`src/rtl/uc_master_pkg.sv`:
```
// Shared FSM encoding, AXI burst/size constants and the alignment helper
// for the uncached-master AR issue path.
package uc_master_pkg;

  typedef enum logic [1:0] {
    IDLE    = 2'd0,
    CAPTURE = 2'd1,
    LOOKUP  = 2'd2,
    ISSUE   = 2'd3
  } ar_state_e;

  localparam logic [1:0] BURST_FIXED = 2'b00;
  localparam logic [1:0] BURST_INCR  = 2'b01;
  localparam logic [1:0] BURST_WRAP  = 2'b10;

  localparam logic [2:0] SIZE_1B = 3'd0;
  localparam logic [2:0] SIZE_2B = 3'd1;
  localparam logic [2:0] SIZE_4B = 3'd2;
  localparam logic [2:0] SIZE_8B = 3'd3;

  // Only the low 7 address bits matter: the widest AXI beat is 128 bytes.
  function automatic logic addr_aligned(input logic [6:0] addr_lo, input logic [2:0] size);
    logic [7:0] mask;
    mask = (8'd1 << size) - 8'd1;
    return (addr_lo & mask[6:0]) == 7'd0;
  endfunction

endpackage

```
`src/rtl/ar_issue_uc_master_if.sv`:
```
// AXI read-address channel bundle between the AR issue master and the fabric.
interface ar_issue_uc_master_if #(
  parameter int IDW        = 4,
  parameter int ADDR_WIDTH = 64
);
  logic [IDW-1:0]        m_axi_arid;
  logic [ADDR_WIDTH-1:0] m_axi_araddr;
  logic [7:0]            m_axi_arlen;
  logic [2:0]            m_axi_arsize;
  logic [1:0]            m_axi_arburst;
  logic                  m_axi_arvalid;
  logic                  m_axi_arready;

  modport master (
    output m_axi_arid, m_axi_araddr, m_axi_arlen, m_axi_arsize, m_axi_arburst, m_axi_arvalid,
    input  m_axi_arready
  );

  modport slave (
    input  m_axi_arid, m_axi_araddr, m_axi_arlen, m_axi_arsize, m_axi_arburst, m_axi_arvalid,
    output m_axi_arready
  );
endinterface

```
`src/rtl/outstanding_counter_uc_master.sv`:
```
// Tracks reads issued but not yet completed: +1 per AR handshake, -1 per RLAST,
// clamped at zero (a stray RLAST never wraps it).
module outstanding_counter_uc_master #(
  parameter  int MAX_OUTSTANDING = 16,
  localparam int CW = $clog2(MAX_OUTSTANDING + 1)
) (
  input  logic          clk,
  input  logic          rst,
  input  logic          inc,
  input  logic          dec,
  output logic [CW-1:0] count
);

  logic [CW-1:0] count_q, count_d;

  always_comb begin
    count_d = count_q;
    if (inc && !dec && count_q != CW'(MAX_OUTSTANDING)) begin
      count_d = count_q + CW'(1);
    end else if (dec && !inc && count_q != '0) begin
      count_d = count_q - CW'(1);
    end
  end

  always_ff @(posedge clk) begin
    if (rst) begin
      count_q <= '0;
    end else begin
      count_q <= count_d;
    end
  end

  assign count = count_q;

endmodule

```
`src/rtl/ar_issue_uc_master.sv`:
```
// Pops a descriptor ID, looks up its fields and issues one AXI read per descriptor.
// Define UC_AR_ALIGN_CHECK_EN to drop descriptors whose address is misaligned to their beat size.
module ar_issue_uc_master
  import uc_master_pkg::*;
#(
  parameter  int MAX_DESC        = 16,
  parameter  int ADDR_WIDTH      = 64,
  parameter  int MAX_OUTSTANDING = 16,
  localparam int IDW             = $clog2(MAX_DESC),
  localparam int CW              = $clog2(MAX_OUTSTANDING + 1)
) (
  input  logic                  axi_aclk,
  input  logic                  axi_areset,
  input  logic                  read_request_en,
  input  logic [IDW-1:0]        read_request_id,
  output logic                  rd_desc_allocation_in_progress,
  output logic                  arnext,
  output logic [IDW-1:0]        desc_idx,
  input  logic [ADDR_WIDTH-1:0] desc_addr,
  input  logic [7:0]            desc_len,
  input  logic [2:0]            desc_size,
  input  logic [1:0]            desc_burst,
  ar_issue_uc_master_if.master  ar,
  input  logic                  rlast_hs,
  output logic                  align_err,
  output logic [IDW-1:0]        align_err_id
);

  ar_state_e             state_q, state_d;
  logic [IDW-1:0]        id_q, id_d;
  logic [ADDR_WIDTH-1:0] addr_q, addr_d;
  logic [7:0]            len_q, len_d;
  logic [2:0]            size_q, size_d;
  logic [1:0]            burst_q, burst_d;
  logic                  arnext_q, arnext_d;
  logic [CW-1:0]         outstanding;
  logic                  ar_hs;
  logic                  slot_free;
  logic                  misaligned;

  assign ar_hs     = (state_q == ISSUE) && ar.m_axi_arready;
  assign slot_free = outstanding < CW'(MAX_OUTSTANDING);

  outstanding_counter_uc_master #(
    .MAX_OUTSTANDING(MAX_OUTSTANDING)
  ) u_outstanding (
    .clk  (axi_aclk),
    .rst  (axi_areset),
    .inc  (ar_hs),
    .dec  (rlast_hs),
    .count(outstanding)
  );

`ifdef UC_AR_ALIGN_CHECK_EN
  logic           align_err_q, align_err_d;
  logic [IDW-1:0] align_err_id_q, align_err_id_d;

  assign misaligned = !addr_aligned(desc_addr[6:0], desc_size);

  always_comb begin
    align_err_d    = (state_q == LOOKUP) && misaligned;
    align_err_id_d = align_err_d ? id_q : align_err_id_q;
  end

  always_ff @(posedge axi_aclk) begin
    if (axi_areset) begin
      align_err_q    <= 1'b0;
      align_err_id_q <= '0;
    end else begin
      align_err_q    <= align_err_d;
      align_err_id_q <= align_err_id_d;
    end
  end

  assign align_err    = align_err_q;
  assign align_err_id = align_err_id_q;
`else
  assign misaligned   = 1'b0;
  assign align_err    = 1'b0;
  assign align_err_id = '0;
`endif

  // A dropped (misaligned) descriptor retires straight from LOOKUP without a slot.
  always_comb begin
    state_d  = state_q;
    id_d     = id_q;
    addr_d   = addr_q;
    len_d    = len_q;
    size_d   = size_q;
    burst_d  = burst_q;
    arnext_d = 1'b0;
    case (state_q)
      IDLE: begin
        if (read_request_en) state_d = CAPTURE;
      end
      CAPTURE: begin
        id_d    = read_request_id;
        state_d = LOOKUP;
      end
      LOOKUP: begin
        addr_d  = desc_addr;
        len_d   = desc_len;
        size_d  = desc_size;
        burst_d = desc_burst;
        if (misaligned) begin
          arnext_d = 1'b1;
          state_d  = IDLE;
        end else if (slot_free) begin
          state_d = ISSUE;
        end
      end
      ISSUE: begin
        if (ar.m_axi_arready) begin
          arnext_d = 1'b1;
          state_d  = IDLE;
        end
      end
      default: state_d = IDLE;
    endcase
  end

  always_ff @(posedge axi_aclk) begin
    if (axi_areset) begin
      state_q  <= IDLE;
      id_q     <= '0;
      addr_q   <= '0;
      len_q    <= '0;
      size_q   <= '0;
      burst_q  <= '0;
      arnext_q <= 1'b0;
    end else begin
      state_q  <= state_d;
      id_q     <= id_d;
      addr_q   <= addr_d;
      len_q    <= len_d;
      size_q   <= size_d;
      burst_q  <= burst_d;
      arnext_q <= arnext_d;
    end
  end

  // Busy also covers the arnext cycle so the allocator cannot pop before retirement is seen.
  assign rd_desc_allocation_in_progress = (state_q != IDLE) || arnext_q;
  assign arnext            = arnext_q;
  assign desc_idx          = id_q;
  assign ar.m_axi_arid     = id_q;
  assign ar.m_axi_araddr   = addr_q;
  assign ar.m_axi_arlen    = len_q;
  assign ar.m_axi_arsize   = size_q;
  assign ar.m_axi_arburst  = burst_q;
  assign ar.m_axi_arvalid  = (state_q == ISSUE);

endmodule

```
`src/flat_wrapper.sv`:
```
// flat-port wrapper written by rule: the top's interface ports become plain ports
module ar_issue_uc_master_flat import uc_master_pkg::*;
#(
  parameter  int MAX_DESC        = 16,
  parameter  int ADDR_WIDTH      = 64,
  parameter  int MAX_OUTSTANDING = 16,
  localparam int IDW             = $clog2(MAX_DESC),
  localparam int CW              = $clog2(MAX_OUTSTANDING + 1)
)
  (axi_aclk, axi_areset, read_request_en, read_request_id, rd_desc_allocation_in_progress, arnext, desc_idx, desc_addr, desc_len, desc_size, desc_burst, rlast_hs, align_err, align_err_id, ar_m_axi_arid, ar_m_axi_araddr, ar_m_axi_arlen, ar_m_axi_arsize, ar_m_axi_arburst, ar_m_axi_arvalid, ar_m_axi_arready);
  ar_issue_uc_master_if #(.IDW((4)), .ADDR_WIDTH(ADDR_WIDTH)) ar_i ();
  input  logic axi_aclk;
  input  logic axi_areset;
  input  logic read_request_en;
  input  logic [IDW-1:0] read_request_id;
  output logic rd_desc_allocation_in_progress;
  output logic arnext;
  output logic [IDW-1:0] desc_idx;
  input  logic [ADDR_WIDTH-1:0] desc_addr;
  input  logic [7:0] desc_len;
  input  logic [2:0] desc_size;
  input  logic [1:0] desc_burst;
  input  logic rlast_hs;
  output logic align_err;
  output logic [IDW-1:0] align_err_id;
  output wire logic [$bits(ar_i.m_axi_arid)-1:0] ar_m_axi_arid;
  output wire logic [$bits(ar_i.m_axi_araddr)-1:0] ar_m_axi_araddr;
  output wire logic [$bits(ar_i.m_axi_arlen)-1:0] ar_m_axi_arlen;
  output wire logic [$bits(ar_i.m_axi_arsize)-1:0] ar_m_axi_arsize;
  output wire logic [$bits(ar_i.m_axi_arburst)-1:0] ar_m_axi_arburst;
  output wire logic [$bits(ar_i.m_axi_arvalid)-1:0] ar_m_axi_arvalid;
  input wire logic [$bits(ar_i.m_axi_arready)-1:0] ar_m_axi_arready;
  assign ar_m_axi_arid = ar_i.m_axi_arid;
  assign ar_m_axi_araddr = ar_i.m_axi_araddr;
  assign ar_m_axi_arlen = ar_i.m_axi_arlen;
  assign ar_m_axi_arsize = ar_i.m_axi_arsize;
  assign ar_m_axi_arburst = ar_i.m_axi_arburst;
  assign ar_m_axi_arvalid = ar_i.m_axi_arvalid;
  assign ar_i.m_axi_arready = ar_m_axi_arready;
  ar_issue_uc_master #(.MAX_DESC(MAX_DESC), .ADDR_WIDTH(ADDR_WIDTH), .MAX_OUTSTANDING(MAX_OUTSTANDING)) u_core (.axi_aclk(axi_aclk), .axi_areset(axi_areset), .read_request_en(read_request_en), .read_request_id(read_request_id), .rd_desc_allocation_in_progress(rd_desc_allocation_in_progress), .arnext(arnext), .desc_idx(desc_idx), .desc_addr(desc_addr), .desc_len(desc_len), .desc_size(desc_size), .desc_burst(desc_burst), .ar(ar_i), .rlast_hs(rlast_hs), .align_err(align_err), .align_err_id(align_err_id));
endmodule
```
`config.mk`:
```
export PLATFORM = sky130hd
export DESIGN_NAME = ar_issue_uc_master_flat
export DESIGN_NICKNAME = d
export VERILOG_FILES = /design/src/rtl/uc_master_pkg.sv /design/src/rtl/ar_issue_uc_master_if.sv /design/src/rtl/outstanding_counter_uc_master.sv /design/src/rtl/ar_issue_uc_master.sv /design/src/flat_wrapper.sv
export SDC_FILE = /design/constraint.sdc
export NUM_CORES = 1
export LEC_CHECK = 0
export ABC_AREA = 1
export CORE_MARGIN = 2
export CORE_UTILIZATION = 36
export DETAILED_ROUTE_END_ITERATION = 10
export HOLD_SLACK_MARGIN = 0.06
export PLACE_DENSITY_LB_ADDON = 0.08
export REMOVE_ABC_BUFFERS = 1
export SLEW_MARGIN = 20
export SYNTH_ARGS = -nofsm -noshare
export SYNTH_HDL_FRONTEND = slang
export SYNTH_SLANG_ARGS = --single-unit
export TNS_END_PERCENT = 30
```
`constraint.sdc`:
```
create_clock -name axi_aclk -period 1.9 [get_ports axi_aclk]
set_clock_uncertainty 0.05 [all_clocks]
set_input_delay 0.475 -clock axi_aclk [delete_from_list [all_inputs] [get_ports axi_aclk]]
set_output_delay 0.475 -clock axi_aclk [all_outputs]
set_load 0.02 [all_outputs]
```
# Yosys cells after proc, flatten, opt, wreduce, memory -nomap -nowiden
# Index checks and enable logic that the tools add are counted.
[word_totals]
register_bits = 89
input_bits = 86
output_inout_bits = 93
word_cells = 40
[op_classes]
addsub = 2
n_lt_le_gt_ge = 1
eq_ne = 7
muxes = 7
bitwise_logic = 1
reduce_logical = 14
[ops]
columns = ["operator", "count"]
rows = [
  ["5-bit 2-to-1 mux", 2],
  ["2-bit one-hot mux with 4 select lines", 1],
  ["2-bit 2-to-1 mux", 3],
  ["5-bit by 1-bit adder with 5-bit output (second input constant)", 1],
  ["1-bit logical AND", 5],
  ["5-bit less-than comparator (second input constant)", 1],
  ["5-bit != test (second input constant)", 1],
  ["5-bit nonzero test", 1],
  ["5-bit by 1-bit subtractor with 5-bit output (second input constant)", 1],
  ["2-bit == test (second input constant)", 2],
  ["2-bit by 1-bit != test with 1-bit output (second input constant)", 2],
  ["2-bit nonzero test", 2],
  ["3-bit AND reduction", 1],
  ["2-bit by 1-bit == test with 1-bit output (second input constant)", 1],
  ["1-bit zero test", 2],
  ["2-bit zero test", 1],
  ["2-bit != test (second input constant)", 1],
  ["2-bit OR reduction", 1],
  ["1-bit logical OR", 1],
  ["1-bit 2-to-1 mux", 1],
  ["1-bit NOT", 1],
]

# Longest topological paths before layout
# Gate-level depths: netlist of the first run.
[logic_depth]
depth_word = 7
depth_mapped = 13
mapped_depth_nobuf = 13

# Modules after synthesis
# A second synthesis of the first run with hierarchy kept.
[hier_totals]
cells_unflattened = 445
area_unflattened_um2 = 3498.4
[by_module_without_submodules]
columns = ["module", "instances", "cells_each", "area_each_um2", "seq_area_each_um2"]
rows = [
  ["ar_issue_uc_master", 1, 391, 3099.2, 1681.6],
  ["outstanding_counter_uc_master", 1, 54, 399.1, 100.1],
]

# Worst setup path before layout of the first run
# Ideal clock, no wire load.
[synth_path]
kind = "flip-flop to flip-flop"
start = "reg u_core.state_q[0]"
end = "reg u_core.u_outstanding.count_q[4], in the netlist u_core.u_outstanding.count[4]"
setup_ps = 114
t_arrival_ps = 1906
required_ps = 1736
setup_slack_ps = -170
stages_incl_launch_ff = 14
path_buffers = 0
synth_period_minus_slack_ps = 2070
cell_sequence = "dfxtp_1 ha_1 nand2_2 nor2_4 nand2_4 fa_1 inv_1 nor2_1 nor2_1 nand3_1 nand3_2 nand2_1 nand2_1 nor2_2"
[synth_between]
elab_chain_cells = 6
elab_cells_between_ends = 9
cone_classes = "1 x eq/ne; 1 x mux; 7 x reduce/logical"
[synth_rtl]
columns = ["item", "line_no", "source"]
rows = [
  ["start, declared", "ar_issue_uc_master.sv:29", "ar_state_e state_q, state_d;"],
  ["start signal, assigned", "ar_issue_uc_master.sv:132", "state_q <= state_d;"],
  ["2-bit == test (*)", "--", ""],
  ["via ar_m_axi_arvalid", "flat_wrapper.sv:31", "output wire logic [$bits(ar_i.m_axi_arvalid)-1:0] ar_m_axi_arvalid;"],
  ["1-bit logical AND (*)", "ar_issue_uc_master.sv:41", "assign ar_hs = (state_q == ISSUE) && ar.m_axi_arready;"],
  ["1-bit zero test", "outstanding_counter_uc_master.sv:20", "end else if (dec && !inc && count_q != '0) begin"],
  ["1-bit logical AND (2 in a row)", "outstanding_counter_uc_master.sv:20", ""],
  ["2-bit nonzero test (no line)", "--", ""],
  ["end signal, assigned", "outstanding_counter_uc_master.sv:29", "count_q <= count_d;"],
  ["end, declared", "outstanding_counter_uc_master.sv:14", "logic [CW-1:0] count_q, count_d;"],
]
# The timed path passes the listed nets; every way through them passes the cells marked *.
# A chain may end at the register's enable or synchronous reset.

# Worst setup path in the final report of the first run
[layout_path]
start = "in rlast_hs"
end = "reg u_core.u_outstanding.count_q[4], in the netlist u_core.u_outstanding.count[4]"
[layout_between]
elab_chain_cells = 4
elab_cells_between_ends = 7
cone_classes = "1 x mux; 6 x reduce/logical"
[layout_rtl]
columns = ["item", "line_no", "source"]
rows = [
  ["start, declared", "flat_wrapper.sv:23", "input logic rlast_hs;"],
  ["1-bit zero test", "outstanding_counter_uc_master.sv:18", "if (inc && !dec && count_q != CW'(MAX_OUTSTANDING)) begin"],
  ["1-bit logical AND (2 in a row)", "outstanding_counter_uc_master.sv:18", ""],
  ["5-bit 2-to-1 mux or 2-bit nonzero test (tied branches)", "--", ""],
]
# Several ways; a longest one is shown, not always the timed one.

==> qor.txt, run 1 <==
GRT Total Usage: 18.8%
commonest non-fill, non-tap cell in the layout: nor2_1
number of remaining DRC errors: 0
violated checks: negative setup slack
root buffer cell: clkbuf_8
Post-Route WL: 9690 um
Min-Delay Path Class: reg2reg
CTS tree: done
Fill cells: 819
CP endpoint kind: flip-flop
Startpoint Class: input port
final setup fails: 1
Die Width: 102 um
Die Y: 102 um
Setup TNS: -9.52 ps
Clock Sinks: 89
num rows: 35
CTS H-tree lvls: 3
Post-DP HPWL: 6760 um
footprint of the multi-input gates: 1480 um^2
fin. max-slew vios: 0
antenna violations before repair: 0
post-synthesis sequential area ratio: 51.8%
Yosys cell types: 26
synthesized instance count: 436
antenna-violating nets left: 0
fin area: 5650 um^2
max_cap viols: 0
Ant. Diodes: 0
post-DR wirelength/cell: 13.0 um
critical path type: in2reg
#FFs+latches synth: 89
post-layout min period: 1910 ps
Core ar.: 9240 um^2
Synth area leaders: dfxtp_1, nor2_1, o21ai_0
clk buf depth: 2
DIE AREA: 10400 um^2
run status: complete, but fails checks
RSZ-0062 raised after global routing: yes
first-pass GRT wire length: 15500 um
Hold Vio Cnt, Final: 0
Post-Place Setup Slack: -502 ps
Synth area leader: dfxtp_1
CTS Hold Bufs: 0
Worst path most repeated cell: nor2_1
WP data arrival: 2120 ps
Final period util: 101%
post-synth top area share: 51.8%
sequential cell area: 1790 um^2
f_max: 524 MHz
CP max stage cell: clkdlybuf4s50_1
crit-path cells: clkdlybuf4s50_1, nor2_4, nand2_4, buf_12, ha_4, nand2_1, nor2_1, nor2_1, nand3_1, nand3_2, nor2_1, nor2_2
data required time of the worst path: 2110 ps
CTS buffer count: 9
syn_area_per_cell: 7.89 um^2
I/O pins: 179
Vias: 3308
Pwr Density: 1480 nW/um^2
clock-pin slew on the worst setup and hold paths: 90 ps
Placer Congestion: 0.790
Final #Nets: 707
most frequent cells in the layout: nor2_1, clkdlybuf4s50_1, dfxtp_1, o21ai_0, buf_4
Max VDD drop: 0.689 mV
Cell Area, Synth: 3440 um^2
critical path peak fanout: 5
Initial Util: 37.2%
crit-path max cell delay: 460 ps
P_leak: 0.00253 uW
drt pass-1 iters: 4
vias in the first global route: 3205
layout cells sized above 1: 9.72%
dpl cell area: 5350 um^2
total of warnings raised by yosys: 0
Via density: 4.43
largest net degree at the start of global routing: 80
total gr overflow: 0
worst skew pair latency: 350 ps
I/O Buffers: 173
Area Growth Syn to Fin: 64.2%
Starting DRT DRC Count: 100
post-route setup slack: -9.52 ps
## cell families (layout without fill, tap and decap cells)
logic type               Yosys count  after routing  share of synthesized area [%]
AO/OA/AOI/OAI                     93             93                           13.8
XOR/XNOR                           2              2                          0.509
adder cells (fa/ha/maj)            9              9                           3.49
buffers and inverters             46            223                           7.06
flip-flops                        89             89                           51.8
other                              1              5                          0.109
AND/OR/NAND/NOR                  196            196                           23.2
## per-layer routing
layer | routed length [um] | part of all wire [%] | global-route usage [%]
met4 | 141 | 1.5 | 4.99
met3 | 775 | 8.0 | 7.32
met2 | 4410 | 46 | 29.1
met5 | 0 | 0 | 0
met1 | 4360 | 45 | 24.6
## layout make-up
| cell class | count | share of cell area [%] |
|---|---|---|
| tap | 129 | 2.86 |
| sequential | 89 | 31.6 |
| multi-input combinational | 305 | 26.1 |
| inverter | 11 | 0.776 |
| timing repair buffer | 196 | 35.6 |
| clock inverter | 6 | 0.776 |
| clock buffer | 10 | 2.26 |
## state kept, by name, summed over array words and instances (netlist names)
signal	count
u_core.ar.m_axi_araddr	64
u_core.ar.m_axi_arburst	2
u_core.ar.m_axi_arid	4
u_core.ar.m_axi_arlen	8
u_core.ar.m_axi_arsize	3
u_core.arnext	1
u_core.state_q	2
u_core.u_outstanding.count	5
## path summary, 6_finish.rpt
path / from / endpoint / slack (ps) / cells after the start
setup / recovery: rlast_hs / u_core.u_outstanding.count[4]$_SDFFE_PP0P_ / -10 / 12
setup reg to reg: u_core.state_q[1]$_SDFFE_PP0P_ / u_core.u_outstanding.count[4]$_SDFFE_PP0P_ / 20 / 13
hold / removal: u_core.ar.m_axi_araddr[7]$_SDFFE_PP0P_ / u_core.ar.m_axi_araddr[7]$_SDFFE_PP0P_ / 440 / 2
hold reg to reg: u_core.ar.m_axi_araddr[7]$_SDFFE_PP0P_ / u_core.ar.m_axi_araddr[7]$_SDFFE_PP0P_ / 440 / 2
## metrics by stage
stage	hold WS, ps	power [uW]	utilization [%]	std cells
after floorplan	435	5060	-	405
after global placement	422	7120	57.9	726
after detailed placement	432	7210	57.9	726
after CTS	453	8380	59.8	742
after global routing	476	8980	61.1	746
final	444	8350	61.1	746
## report_power, final
group | internal, uW | total [uW] | switching, uW
clock network | 478 | 1150 | 676
logic | 1980 | 4280 | 2300
registers | 2560 | 2920 | 362
## Yosys cell counts
| cell type | number |
|---|---|
| nor2_1 | 169 |
| dfxtp_1 | 89 |
| o21ai_0 | 83 |
| buf_4 | 14 |
| clkbuf_1 | 12 |
| nand2_1 | 11 |
| inv_1 | 9 |
| ha_1 | 8 |
| a21oi_1 | 6 |
| buf_2 | 6 |
| nand3_1 | 5 |
| nand2_4 | 3 |
| o21ai_1 | 3 |
| clkbuf_2 | 2 |
| inv_2 | 2 |
| nand3_2 | 2 |
| nor2_2 | 2 |
| xnor2_1 | 2 |
| and2_4 | 1 |
| buf_6 | 1 |
| conb_1 | 1 |
| fa_1 | 1 |
| nand2_2 | 1 |
| nor2_4 | 1 |
| nor3_1 | 1 |
| o221ai_2 | 1 |
## worst max-delay path, delay by kind of cell
family,cells,cell delay [ps]
adders and majority gates,1,270
buffers and inverters,2,600
and+or+nand+nor,9,760
## timing repair
item	CTS	global route
pin swaps	0	5
hold endpoints to repair	0	0
buffers inserted	0	4
setup endpoints to repair	5	59
resized for setup	6	24
No activity file was read; power rests on OpenSTA's default activity.
==> run 2: changes to the inputs <==
CTS_CLUSTER_DIAMETER = 50   (was not set)
==> results of run 2 <==
Same layout as run 1: the final DEF is identical, and so are final timing and power.
